[config.mk]
export PLATFORM = sky130hd
export DESIGN_NAME = demux_hs_buffered
export DESIGN_NICKNAME = d
export VERILOG_FILES = /design/src/rtl/demux_hs_buffered_pkg.sv /design/src/rtl/demux_hs_slot.sv /design/src/rtl/demux_hs_buffered.sv
export SDC_FILE = /design/constraint.sdc
export NUM_CORES = 1
export LEC_CHECK = 0
export BUFFER_PORTS_ARGS = -buffer_cell sky130_fd_sc_hd__buf_2
export CORE_MARGIN = 4
export CORE_UTILIZATION = 58
export DETAILED_ROUTE_END_ITERATION = 10
export PLACE_DENSITY = 0.89
export SETUP_SLACK_MARGIN = 0.5
export SLEW_MARGIN = 20
export SYNTH_ARGS = -nofsm -noshare
export SYNTH_HDL_FRONTEND = slang
export SYNTH_SLANG_ARGS = --single-unit
export TNS_END_PERCENT = 100
[constraint.sdc]
create_clock -name clk -period 4.65 [get_ports clk]
set_input_delay 0.2325 -clock clk [delete_from_list [all_inputs] [get_ports clk]]
set_output_delay 0.2325 -clock clk [all_outputs]
set_load 0.05 [all_outputs]
[src/rtl/demux_hs_buffered_pkg.sv]
// Shared constants for the buffered handshake demultiplexer: default widths
// and the saturating discard-counter definition.
package demux_hs_buffered_pkg;

  localparam int DEFAULT_WIDTH    = 20;
  localparam int DEFAULT_CHANNELS = 16;
  localparam int DEFAULT_ADDR_W   = 4;

  localparam int                   ERR_CNT_W   = 8;
  localparam logic [ERR_CNT_W-1:0] ERR_CNT_MAX = 8'd255;

  function automatic logic [ERR_CNT_W-1:0] sat_inc(input logic [ERR_CNT_W-1:0] v);
    return (v == ERR_CNT_MAX) ? v : v + ERR_CNT_W'(1);
  endfunction

endpackage

[src/rtl/demux_hs_slot.sv]
// One registered output slot: loads a word, holds it under backpressure,
// and returns to an all-zero empty state when drained.
module demux_hs_slot
  import demux_hs_buffered_pkg::*;
#(
  parameter int WIDTH = DEFAULT_WIDTH
) (
  input  logic             clk,
  input  logic             rst_n,
  input  logic             load,
  input  logic [WIDTH-1:0] data,
  input  logic             out_ready,
  output logic             out_valid,
  output logic [WIDTH-1:0] out_data
);

  logic             valid_q, valid_d;
  logic [WIDTH-1:0] data_q, data_d;

  // Load wins over drain so a same-cycle drain+load keeps the slot full.
  always_comb begin
    valid_d = valid_q;
    data_d  = data_q;
    if (load) begin
      valid_d = 1'b1;
      data_d  = data;
    end else if (valid_q && out_ready) begin
      valid_d = 1'b0;
      data_d  = '0;
    end
  end

  always_ff @(posedge clk or negedge rst_n) begin
    if (!rst_n) begin
      valid_q <= 1'b0;
      data_q  <= '0;
    end else begin
      valid_q <= valid_d;
      data_q  <= data_d;
    end
  end

  assign out_valid = valid_q;
  assign out_data  = data_q;

endmodule

[src/rtl/demux_hs_buffered.sv]
// Valid/ready demultiplexer with one registered slot per channel, broadcast
// support and a saturating counter of discarded out-of-range words.
module demux_hs_buffered
  import demux_hs_buffered_pkg::*;
#(
  parameter int WIDTH    = DEFAULT_WIDTH,
  parameter int CHANNELS = DEFAULT_CHANNELS,
  parameter int ADDR_W   = DEFAULT_ADDR_W
) (
  input  logic                      clk,
  input  logic                      rst_n,
  input  logic [WIDTH-1:0]          in_data,
  input  logic [ADDR_W-1:0]         in_addr,
  input  logic                      in_bcast,
  input  logic                      in_valid,
  output logic                      in_ready,
  output logic [CHANNELS*WIDTH-1:0] out_data,
  output logic [CHANNELS-1:0]       out_valid,
  input  logic [CHANNELS-1:0]       out_ready,
  output logic                      err_addr,
  output logic [ERR_CNT_W-1:0]      err_count
);

  localparam int                ADDR_SPAN = 2 ** ADDR_W;
  localparam logic [ADDR_W:0]   CHAN_LIM  = (ADDR_W + 1)'(CHANNELS);

  generate
    if (CHANNELS < 2 || CHANNELS > 256 || ADDR_SPAN < CHANNELS) begin : g_param_check
      $error("demux_hs_buffered: illegal CHANNELS/ADDR_W combination");
    end
  endgenerate

  logic [CHANNELS-1:0]  free;
  logic [CHANNELS-1:0]  load;
  logic [ADDR_SPAN-1:0] free_ext;
  logic                 addr_ok;
  logic                 accept;

  logic                 err_addr_q, err_addr_d;
  logic [ERR_CNT_W-1:0] err_count_q, err_count_d;

  // Unused address codes read as always-free so a discard never stalls.
  generate
    for (genvar gi = 0; gi < ADDR_SPAN; gi++) begin : g_free_ext
      if (gi < CHANNELS) begin : g_real
        assign free_ext[gi] = free[gi];
      end else begin : g_pad
        assign free_ext[gi] = 1'b1;
      end
    end
  endgenerate

  assign addr_ok  = {1'b0, in_addr} < CHAN_LIM;
  assign in_ready = in_bcast ? (&free) : free_ext[in_addr];
  assign accept   = in_valid & in_ready;

  generate
    for (genvar gi = 0; gi < CHANNELS; gi++) begin : g_slot
      assign free[gi] = ~out_valid[gi] | out_ready[gi];
      assign load[gi] = accept & (in_bcast | (in_addr == ADDR_W'(gi)));

      demux_hs_slot #(
        .WIDTH(WIDTH)
      ) u_slot (
        .clk      (clk),
        .rst_n    (rst_n),
        .load     (load[gi]),
        .data     (in_data),
        .out_ready(out_ready[gi]),
        .out_valid(out_valid[gi]),
        .out_data (out_data[gi*WIDTH +: WIDTH])
      );
    end
  endgenerate

  always_comb begin
    err_addr_d  = accept & ~in_bcast & ~addr_ok;
    err_count_d = err_addr_d ? sat_inc(err_count_q) : err_count_q;
  end

  always_ff @(posedge clk or negedge rst_n) begin
    if (!rst_n) begin
      err_addr_q  <= 1'b0;
      err_count_q <= '0;
    end else begin
      err_addr_q  <= err_addr_d;
      err_count_q <= err_count_d;
    end
  end

  assign err_addr  = err_addr_q;
  assign err_count = err_count_q;

endmodule

# Word-level counts from Yosys, hierarchy flattened
# Index checks and enable logic that the tools add are counted.
[totals]
in_bits = 44
out_inout_bits = 346
wordCells = 214
ff_bits = 336
[op_classes]
magnitude_cmp = 1
mux = 67
n_reduce_logical = 34
bitwise_logic = 65
n_eq_ne = 15
[ops]
columns = ["operator", "count"]
rows = [
  ["20-bit two-way mux", 32],
  ["1-bit two-way mux", 34],
  ["4-bit equality test, second input constant", 8],
  ["1-bit bitwise OR", 32],
  ["2-bit nonzero test", 16],
  ["1-bit bitwise AND", 17],
  ["4-bit by 3-bit equality test with 1-bit output, second input constant", 4],
  ["1-bit logical AND", 16],
  ["1-bit NOT", 16],
  ["16-bit AND reduction", 1],
  ["4-bit by 2-bit equality test with 1-bit output, second input constant", 2],
  ["4-bit by 5-bit < comparator with 1-bit output, second input constant", 1],
  ["1-bit binary-select mux with 4-bit select", 1],
  ["4-bit by 1-bit equality test with 1-bit output, second input constant", 1],
  ["4-bit logical NOT", 1],
]

# Longest topological paths before layout
# Gate-level depths: netlist (run 1).
[logic_depth]
word_depth = 8
ltp_mapped = 9
ltp_nobuf = 6

# Hierarchy
# A second synthesis (run 1) with hierarchy kept.
[hier_totals]
cells_unflattened = 1212
hier_area_um2 = 15202.1
[by_module_without_submodules]
columns = ["mod", "cells_each", "instances", "area_each_um2"]
rows = [
  ["demux_hs_slot", 70, 16, 907.1],
  ["demux_hs_buffered", 92, 1, 688.2],
]

# Least setup slack after synthesis (run 1)
# No wires, ideal clock.
[synth_timing]
path_kind = "register to register"
start = "register g_slot[11].u_slot.valid_q"
end = "register g_slot[14].u_slot.data_q[10]"
path_stages_with_launch = 10
required_time_ns = 4.575
n_path_buf = 3
path_slack_ns = 2.680
arrival_ns = 1.895
setup_ns = 0.075
period_less_slack_ns = 1.970
path_cell_list = "dfrtp_1 > or2b_2 > nand4_1 > or3_1 > or3_1 > buf_6 > buf_12 > nand2_4 > buf_8 > o2bb2ai_2"
[synth_between]
elab_chain_cells = 8
word_cells_on_any_way = 10
[synth_rtl]
columns = ["element", "line", "rtl"]
rows = [
  ["start, declared", "demux_hs_slot.sv:17", "logic valid_q, valid_d;"],
  ["start signal, assigned", "demux_hs_slot.sv:38", "valid_q <= valid_d;"],
  ["1-bit NOT (*)", "demux_hs_buffered.sv:59", "assign free[gi] = ~out_valid[gi] | out_ready[gi];"],
  ["1-bit bitwise OR (*)", "demux_hs_buffered.sv:59", ""],
  ["1-bit binary-select mux with 4-bit select", "demux_hs_buffered.sv:54", "assign in_ready = in_bcast ? (&free) : free_ext[in_addr];"],
  ["1-bit two-way mux (implied by the code)", "demux_hs_buffered.sv:54", ""],
  ["1-bit two-way mux (*)", "demux_hs_buffered.sv:54", ""],
  ["1-bit bitwise AND (*)", "demux_hs_buffered.sv:55", "assign accept = in_valid & in_ready;"],
  ["1-bit bitwise AND (*)", "demux_hs_buffered.sv:60", "assign load[gi] = accept & (in_bcast | (in_addr == ADDR_W'(gi)));"],
  ["20-bit two-way mux / 2-bit nonzero test (equally long branches)", "n/a", ""],
  ["end signal, assigned", "demux_hs_slot.sv:39", "data_q <= data_d;"],
  ["end, declared", "demux_hs_slot.sv:18", "logic [WIDTH-1:0] data_q, data_d;"],
]
# Every way passes the cells marked *; elsewhere a longest branch is shown, timed or not. The select of a mux whose other input is x is not followed.
# A chain may end at the register's enable or synchronous reset.

# Worst setup path after layout (run 1)
[layout_timing]
start = "register g_slot[3].u_slot.valid_q"
end = "register g_slot[3].u_slot.data_q[12]"
[layout_between]
elab_chain_cells = 8
word_cells_on_any_way = 11
[layout_rtl]
columns = ["element", "line"]
rows = [
  ["start, declared", "demux_hs_slot.sv:17"],
  ["start signal, assigned", "demux_hs_slot.sv:38"],
  ["1-bit NOT", "demux_hs_buffered.sv:59"],
  ["1-bit bitwise OR", "demux_hs_buffered.sv:59"],
  ["1-bit binary-select mux with 4-bit select", "demux_hs_buffered.sv:54"],
  ["1-bit two-way mux (implied by the code)", "demux_hs_buffered.sv:54"],
  ["1-bit two-way mux", "demux_hs_buffered.sv:54"],
  ["1-bit bitwise AND", "demux_hs_buffered.sv:55"],
  ["1-bit bitwise AND", "demux_hs_buffered.sv:60"],
  ["20-bit two-way mux / 2-bit nonzero test (equally long branches)", "n/a"],
  ["end signal, assigned", "demux_hs_slot.sv:39"],
  ["end, declared", "demux_hs_slot.sv:18"],
]
# Parallel ways exist; a longest one is shown, timed or not. The select of a mux whose other input is x is not followed.

==> results.sh, run 1 <==
export IMPL_vdd_ir_drop_max_mv=0.6335
export IMPL_fin_crit_ns=3.032
export IMPL_cts_root_buf="clkbuf_16"
export IMPL_die_area_sq_um=29010
export IMPL_rsz0062_at_grt="no"
export IMPL_grt_pass1_wl_mm=76.29
export IMPL_drv_cap=0
export IMPL_wl_per_cell_um=27.39
export IMPL_synthCells=1296
export IMPL_worstReg2RegStart="g_slot[3].u_slot.out_valid$_DFFE_PN0P_"
export IMPL_path_clk_slew_ns=0.06
export IMPL_hold_class="primary input to flip-flop"
export IMPL_worstSetupEndpointType="flip-flop"
export IMPL_drtAntennaViolNets=0
export IMPL_track_usage_pct=34.29
export IMPL_ys_flop_type="dfrtp_1"
export IMPL_finClkSkew_ns=0.02337
export IMPL_drt_iter0_markers=1292
export IMPL_synth_seq_cells=336
export IMPL_outcome="finished clean"
export IMPL_place_hpwl_mm=32.87
export IMPL_pin_count=390
export IMPL_clk_latency_ns=0.52
export IMPL_gp_congestion=0.9028
export IMPL_coreArea_sq_um=25980
export IMPL_synth_most_common_cell="nand3_1"
export IMPL_setup_violations=0
export IMPL_grt_pass1_vias=12300
export IMPL_dp_slack_ns=1.570
export IMPL_syn_area_sq_um=15280
export IMPL_startpoint="g_slot[3].u_slot.out_valid$_DFFE_PN0P_"
export IMPL_cts_sinks=336
export IMPL_yosys_warnings=0
export IMPL_crit_required_ns=5.03
export IMPL_fin_area_sq_um=17780
export IMPL_postSynthAreaPerCell_sq_um=11.79
export IMPL_drive_gt1_share_pct=35.67
export IMPL_yosysTopAreaCell="dfrtp_1"
export IMPL_rows=59
export IMPL_vias_per_cell=6.674
export IMPL_worstPathArrival_ns=3.42
export IMPL_synthTopCellsByCount="nand3_1 (339), dfrtp_1 (336), o2bb2ai_1 (250)"
export IMPL_via_count=12640
export IMPL_drt_wl_total_mm=51.88
export IMPL_worstSetupPathType="flip-flop to flip-flop"
export IMPL_utilization_pct=68.42
export IMPL_max_freq_mhz=329.8
export IMPL_cts_buffers=35
export IMPL_hold_path_depth=3
export IMPL_grt_ovfl_total=0
export IMPL_reg2reg_depth=6
export IMPL_syn_to_final_growth_pct=16.34
export IMPL_antenna_found_initial=5
export IMPL_cts_tree="done"
export IMPL_drv_slew=0
export IMPL_netlist_area_leader_share_pct=55.02
export IMPL_synth_edf_count=0
export IMPL_yosysSeqAreaShare_pct=55.02
export IMPL_async_flop_share_pct=100.0
export IMPL_fin_crit_sh_pct=65.20
export IMPL_worst_slew_pin_slew_ns=0.9631
export IMPL_post_synth_num_cell_types=38
export IMPL_finalHoldViolCount=0
export IMPL_slew_headroom_pct=35.79
export IMPL_layout_nets=1573
export IMPL_start_util_pct=58.81
export IMPL_grt_start_max_net_pins=123
export IMPL_post_cts_buffers=0
export IMPL_dr_pass1_iters=5
export IMPL_hp_start="out_ready[11]"
export IMPL_port_buffers=380
export IMPL_worstSetupStartpointType="flip-flop"
export IMPL_drc=0
export IMPL_die_y_um=170.3
export IMPL_powerDensity_nw_per_um2=931.3
export IMPL_die_w_um=170.3
export IMPL_place_area_sq_um=16580
export IMPL_total_leakage_power_nw=8.570
export IMPL_fin_tns_setup_ns=0
export IMPL_nFillCells=1908
export IMPL_clk_path_buf_depth=3
export IMPL_h_tree_depth=2
export IMPL_synthTopCellsByArea="dfrtp_1 (55%), o2bb2ai_1 (14%), nand3_1 (11%), o2bb2ai_2 (6.9%), clkbuf_1 (1.7%)"
export IMPL_postLayoutSetupSlackWorst_ns=1.618
export IMPL_crit_fanout=22
==> layout make-up <==
cell class / count / area, sq um / area share (%)
antenna: 3 / 7.507 / 0.04222
tap: 335 / 419.2 / 2.357
timing repair buffer: 391 / 2092 / 11.77
clock buffer: 53 / 1055 / 5.932
clock inverter: 11 / 95.09 / 0.5348
inverter: 2 / 7.507 / 0.04222
sequential: 336 / 8408 / 47.29
multi-input combinational: 763 / 5695 / 32.03
==> cell usage in the layout (no fill, tap or decap), types with 2 or more instances in the layout <==
cell type,count
inv_1,2
buf_2,379
nand3b_1,2
or3_4,5
clkbuf_16,36
buf_12,6
nand3_1,339
nand2b_1,12
or2_4,2
buf_4,3
o2bb2ai_1,250
clkinv_2,8
mux4_2,3
clkbuf_1,8
diode_2,3
nand2_8,2
nand2_1,24
nand2_4,9
mux2i_1,2
o2bb2ai_2,70
nand2_2,2
nand2b_2,3
dfrtp_1,336
or3_2,3
conb_1,9
nand4_1,6
clkbuf_8,9
or2b_2,2
or3_1,2
or2_2,6
==> power breakdown <==
group	switching [mW]	internal [mW]	leakage [nW]	total, mW
combinational	6.87	1.93	3.61	8.80
sequential	0.763	4.20	4.38	4.96
clock	1.17	1.63	0.575	2.80
==> final timing paths <==
kind                                                              end  slack [ns]
max                         g_slot[3].u_slot.out_data[12]$_DFFE_PN0P_        1.62
max reg2reg                 g_slot[3].u_slot.out_data[12]$_DFFE_PN0P_        1.62
min reg2reg                g_slot[13].u_slot.out_data[14]$_DFFE_PN0P_        0.52
max in group asynchronous   g_slot[9].u_slot.out_data[13]$_DFFE_PN0P_        3.05
min in group asynchronous   g_slot[12].u_slot.out_data[4]$_DFFE_PN0P_        0.43
min                           g_slot[11].u_slot.out_valid$_DFFE_PN0P_        0.06
==> routing by layer <==
metal / share of wire, % / vias to the layer above / wire length [um] / global-route usage, %
met4: 6.2 / 2 / 3224 / 18.16
met1: 37 / 6319 / 19010 / 43.76
met3: 11 / 223 / 5640 / 9.710
met2: 46 / 805 / 24000 / 53.52
li1: - / 5292 / - / -
met5: 0.012 / - / 6 / 0
==> flip-flops by register name (all words and copies together) (netlist names) <==
register / flops
g_slot.u_slot.out_valid: 16
g_slot.u_slot.out_data: 320
==> timing repair <==
| item | CTS | global route |
|---|---|---|
| hold endpoints to repair | 120 | 0 |
| gates resized for setup | 0 | 0 |
| hold buffers | 1 | 0 |
| setup endpoints to repair | 0 | 0 |
==> critical path, stage by stage, from the launching register on <==
cell,delay [ns]
dfrtp_1,0.36
or2b_1,0.30
mux4_2,0.48
nand2b_1,0.17
or3_1,0.65
nand2_1,0.64
o2bb2ai_1,0.30
==> logic make-up (layout without fill, tap and decap cells) <==
kind of cell / count (synthesis) / in the layout / share of synthesized area (%)
and+or+nand+nor: 425 / 425 / 15.01
muxes: 5 / 5 / 0.5731
buffers and inverters: 205 / 457 / 7.991
DFF: 336 / 336 / 55.02
other: 1 / 12 / 0.02454
AOI/OAI and AO/OA: 324 / 324 / 21.39
==> per-stage QoR <==
| step | hold WS, ns | power (mW) | instances |
|---|---|---|---|
| final | 0.05799 | 16.56 | 1894 |
| after detailed placement | 0.4040 | 13.70 | 1825 |
| after global placement | 0.3944 | 13.46 | 1825 |
| after CTS | 0.03219 | 16.53 | 1890 |
| after global routing | 0.07749 | 17.19 | 1894 |
| after floorplan | -0.06309 | 11.65 | 1304 |
No activity file was read; power rests on OpenSTA's default activity.
==> inputs of run 2 (changes only) <==
--- a/config.mk
+++ b/config.mk
@@ -7,9 +7,9 @@
 export LEC_CHECK = 0
 export BUFFER_PORTS_ARGS = -buffer_cell sky130_fd_sc_hd__buf_2
 export CORE_MARGIN = 4
-export CORE_UTILIZATION = 58
+export CORE_UTILIZATION = 53
 export DETAILED_ROUTE_END_ITERATION = 10
-export PLACE_DENSITY = 0.89
+export PLACE_DENSITY = 0.83
 export SETUP_SLACK_MARGIN = 0.5
 export SLEW_MARGIN = 20
 export SYNTH_ARGS = -nofsm -noshare
==> constraint.sdc (replaced) <==
create_clock -name clk -period 2.8 [get_ports clk]
set_input_delay 0.14 -clock clk [delete_from_list [all_inputs] [get_ports clk]]
set_output_delay 0.14 -clock clk [all_outputs]
set_load 0.05 [all_outputs]
==> results.sh, run 2 (synthesis gave the netlist of run 1 again) <==
export IMPL_outcome="finished clean"
export IMPL_die_w_um=177.8
export IMPL_grt_ovfl_total=0
export IMPL_utilization_pct=66.03
export IMPL_worst_slew_pin_slew_ns=0.9009
export IMPL_antenna_found_initial=6
export IMPL_rsz0062_at_grt="yes"
export IMPL_fin_tns_setup_ns=0
export IMPL_worstSetupStartpointType="flip-flop"
export IMPL_drc=0
export IMPL_total_leakage_power_nw=8.891
export IMPL_comb_power_share_pct=53.6
export IMPL_largest_register_ffs=320
export IMPL_syn_to_final_growth_pct=21.35
export IMPL_p_clk_share_pct=16.6
export IMPL_place_hpwl_mm=34.33
export IMPL_drive_gt1_share_pct=37.55
export IMPL_path_clk_slew_ns=0.06
export IMPL_crit_required_ns=2.66
export IMPL_wl_per_cell_um=27.75
export IMPL_cts_tree="done"
export IMPL_p_sw_mw=14.81
export IMPL_setup_violations=0
export IMPL_drt_iter0_markers=1398
export IMPL_fin_crit_ns=2.364
export IMPL_crit_fanout=3
export IMPL_drv_slew=0
export IMPL_vdd_ir_drop_max_mv=0.9063
export IMPL_die_y_um=177.8
export IMPL_cts_root_buf="clkbuf_16"
export IMPL_drtAntennaViolNets=0
export IMPL_finalHoldViolCount=0
export IMPL_layout_nets=1622
export IMPL_hold_class="primary input to flip-flop"
export IMPL_cts_sinks=336
export IMPL_pin_count=390
export IMPL_coreArea_sq_um=28090
export IMPL_grt_pass1_vias=12370
export IMPL_fin_crit_sh_pct=84.44
export IMPL_seq_power_share_pct=29.8
export IMPL_start_util_pct=54.41
export IMPL_worstPathArrival_ns=2.22
export IMPL_clk_latency_ns=0.53
export IMPL_gp_congestion=0.9947
export IMPL_slew_headroom_pct=39.79
export IMPL_finClkSkew_ns=0.02952
export IMPL_h_tree_depth=2
export IMPL_drv_cap=0
export IMPL_worstSetupEndpointType="primary output"
export IMPL_grt_pass1_wl_mm=77.60
export IMPL_max_freq_mhz=423.0
export IMPL_track_usage_pct=32.40
export IMPL_die_area_sq_um=31610
export IMPL_p_int_mw=13.12
export IMPL_grt_start_max_net_pins=82
export IMPL_vias_per_cell=6.583
export IMPL_swShare_pct=53.02
export IMPL_cts_buffers=36
export IMPL_via_count=13030
export IMPL_dr_pass1_iters=5
export IMPL_rows=61
export IMPL_layout_commonest_cell="buf_2"
export IMPL_worstSetupPathType="flip-flop to primary output"
export IMPL_powerDensity_nw_per_um2=1506
export IMPL_clk_path_buf_depth=3
export IMPL_layout_common_cells="buf_2 (378), nand3_1 (339), dfrtp_1 (336), o2bb2ai_1 (250), o2bb2ai_2 (70)"
export IMPL_port_buffers=380
export IMPL_drt_wl_total_mm=54.92
-- run 2: cell count changes in the layout (fill, tap and decap cells not counted), sizes merged --
cell,change
nand2,+7
clkinvlp,+1
dlygate4sd3,+6
bufinv,+1
buf,+31
clkinv,-3
clkbuf,-1
-- run 2: power by group through the flow --
stage                     clock network [mW]  registers [mW]  logic (mW)
final                                   4.64            8.32        15.0
after global routing                    4.89            8.50        15.6
after CTS                               4.67            8.26        14.6
after detailed placement                   0            8.31        14.5
after global placement                     0            8.25        14.2
after floorplan                            0            15.2        4.16
-- run 2: worst paths after layout --
| check | slack [ns] | from | to | depth (start not counted) |
|---|---|---|---|---|
| setup / recovery | 0.44 | g_slot[11].u_slot.out_valid$_DFFE_PN0P_ | in_ready | 7 |
| hold / removal | 0.02 | out_ready[0] | g_slot[0].u_slot.out_valid$_DFFE_PN0P_ | 3 |
| setup reg to reg | 0.50 | g_slot[11].u_slot.out_valid$_DFFE_PN0P_ | g_slot[15].u_slot.out_data[9]$_DFFE_PN0P_ | 9 |
| hold reg to reg | 0.52 | g_slot[13].u_slot.out_data[17]$_DFFE_PN0P_ | g_slot[13].u_slot.out_data[17]$_DFFE_PN0P_ | 2 |
| max in group asynchronous | 1.63 | rst_n | g_slot[0].u_slot.out_data[3]$_DFFE_PN0P_ | 3 |
| min in group asynchronous | 0.19 | rst_n | g_slot[11].u_slot.out_data[1]$_DFFE_PN0P_ | 2 |
-- run 2: timing repair --
action | 4_1_cts | 5_1_grt
resized for setup | 17 | 36
hold buffers | 7 | 0
gates cloned | 0 | 12
setup endpoints to repair | 174 | 321
setup buffers | 3 | 8
pin swaps | 1 | 9
endpoints found under the hold margin | 81 | 0
-- run 2: cell type report --
cell class                      instances  area [sq um]
Inverter                                2         7.507
Clock buffer                           48          1006
Tap cell                              378         473.0
Antenna cell                            3         7.507
Sequential cell                       336          8408
Fill cell                            2107          9542
Multi-Input combinational cell        770          5942
Timing Repair Buffer                  432          2584
Clock inverter                         10         117.6
-- run 2: worst max-delay path, stage by stage, from the launching register on --
cell	delay, ns
dfrtp_1	0.34
or2b_4	0.27
mux4_2	0.49
mux2i_1	0.16
a21oi_1	0.08
o21ai_1	0.07
nand2_1	0.11
buf_6	0.18
-- run 2: through the flow --
stage / instances / power [mW] / setup slack (ns) / area [sq um] / hold WS [ns]
6_report: 1979 / 27.93 / 0.4358 / 18550 / 0.01537
5_1_grt: 1978 / 28.99 / 0.3876 / 18540 / 0.01676
4_1_cts: 1956 / 27.55 / 0.4465 / 18120 / 0.001348
3_5_place_dp: 1888 / 22.79 / 0.3657 / 16810 / 0.1807
3_3_place_gp: 1888 / 22.47 / 0.3993 / 16810 / 0.1753
2_1_floorplan: 1304 / 19.34 / 0.8302 / 15310 / -0.1556
-- run 2: per-layer routing --
| layer | global-route usage [%] | wire [um] |
|---|---|---|
| met5 | 0 | 53 |
| met3 | 8.138 | 5941 |
| met1 | 42.46 | 20100 |
| met4 | 16.40 | 2970 |
| met2 | 50.39 | 25850 |
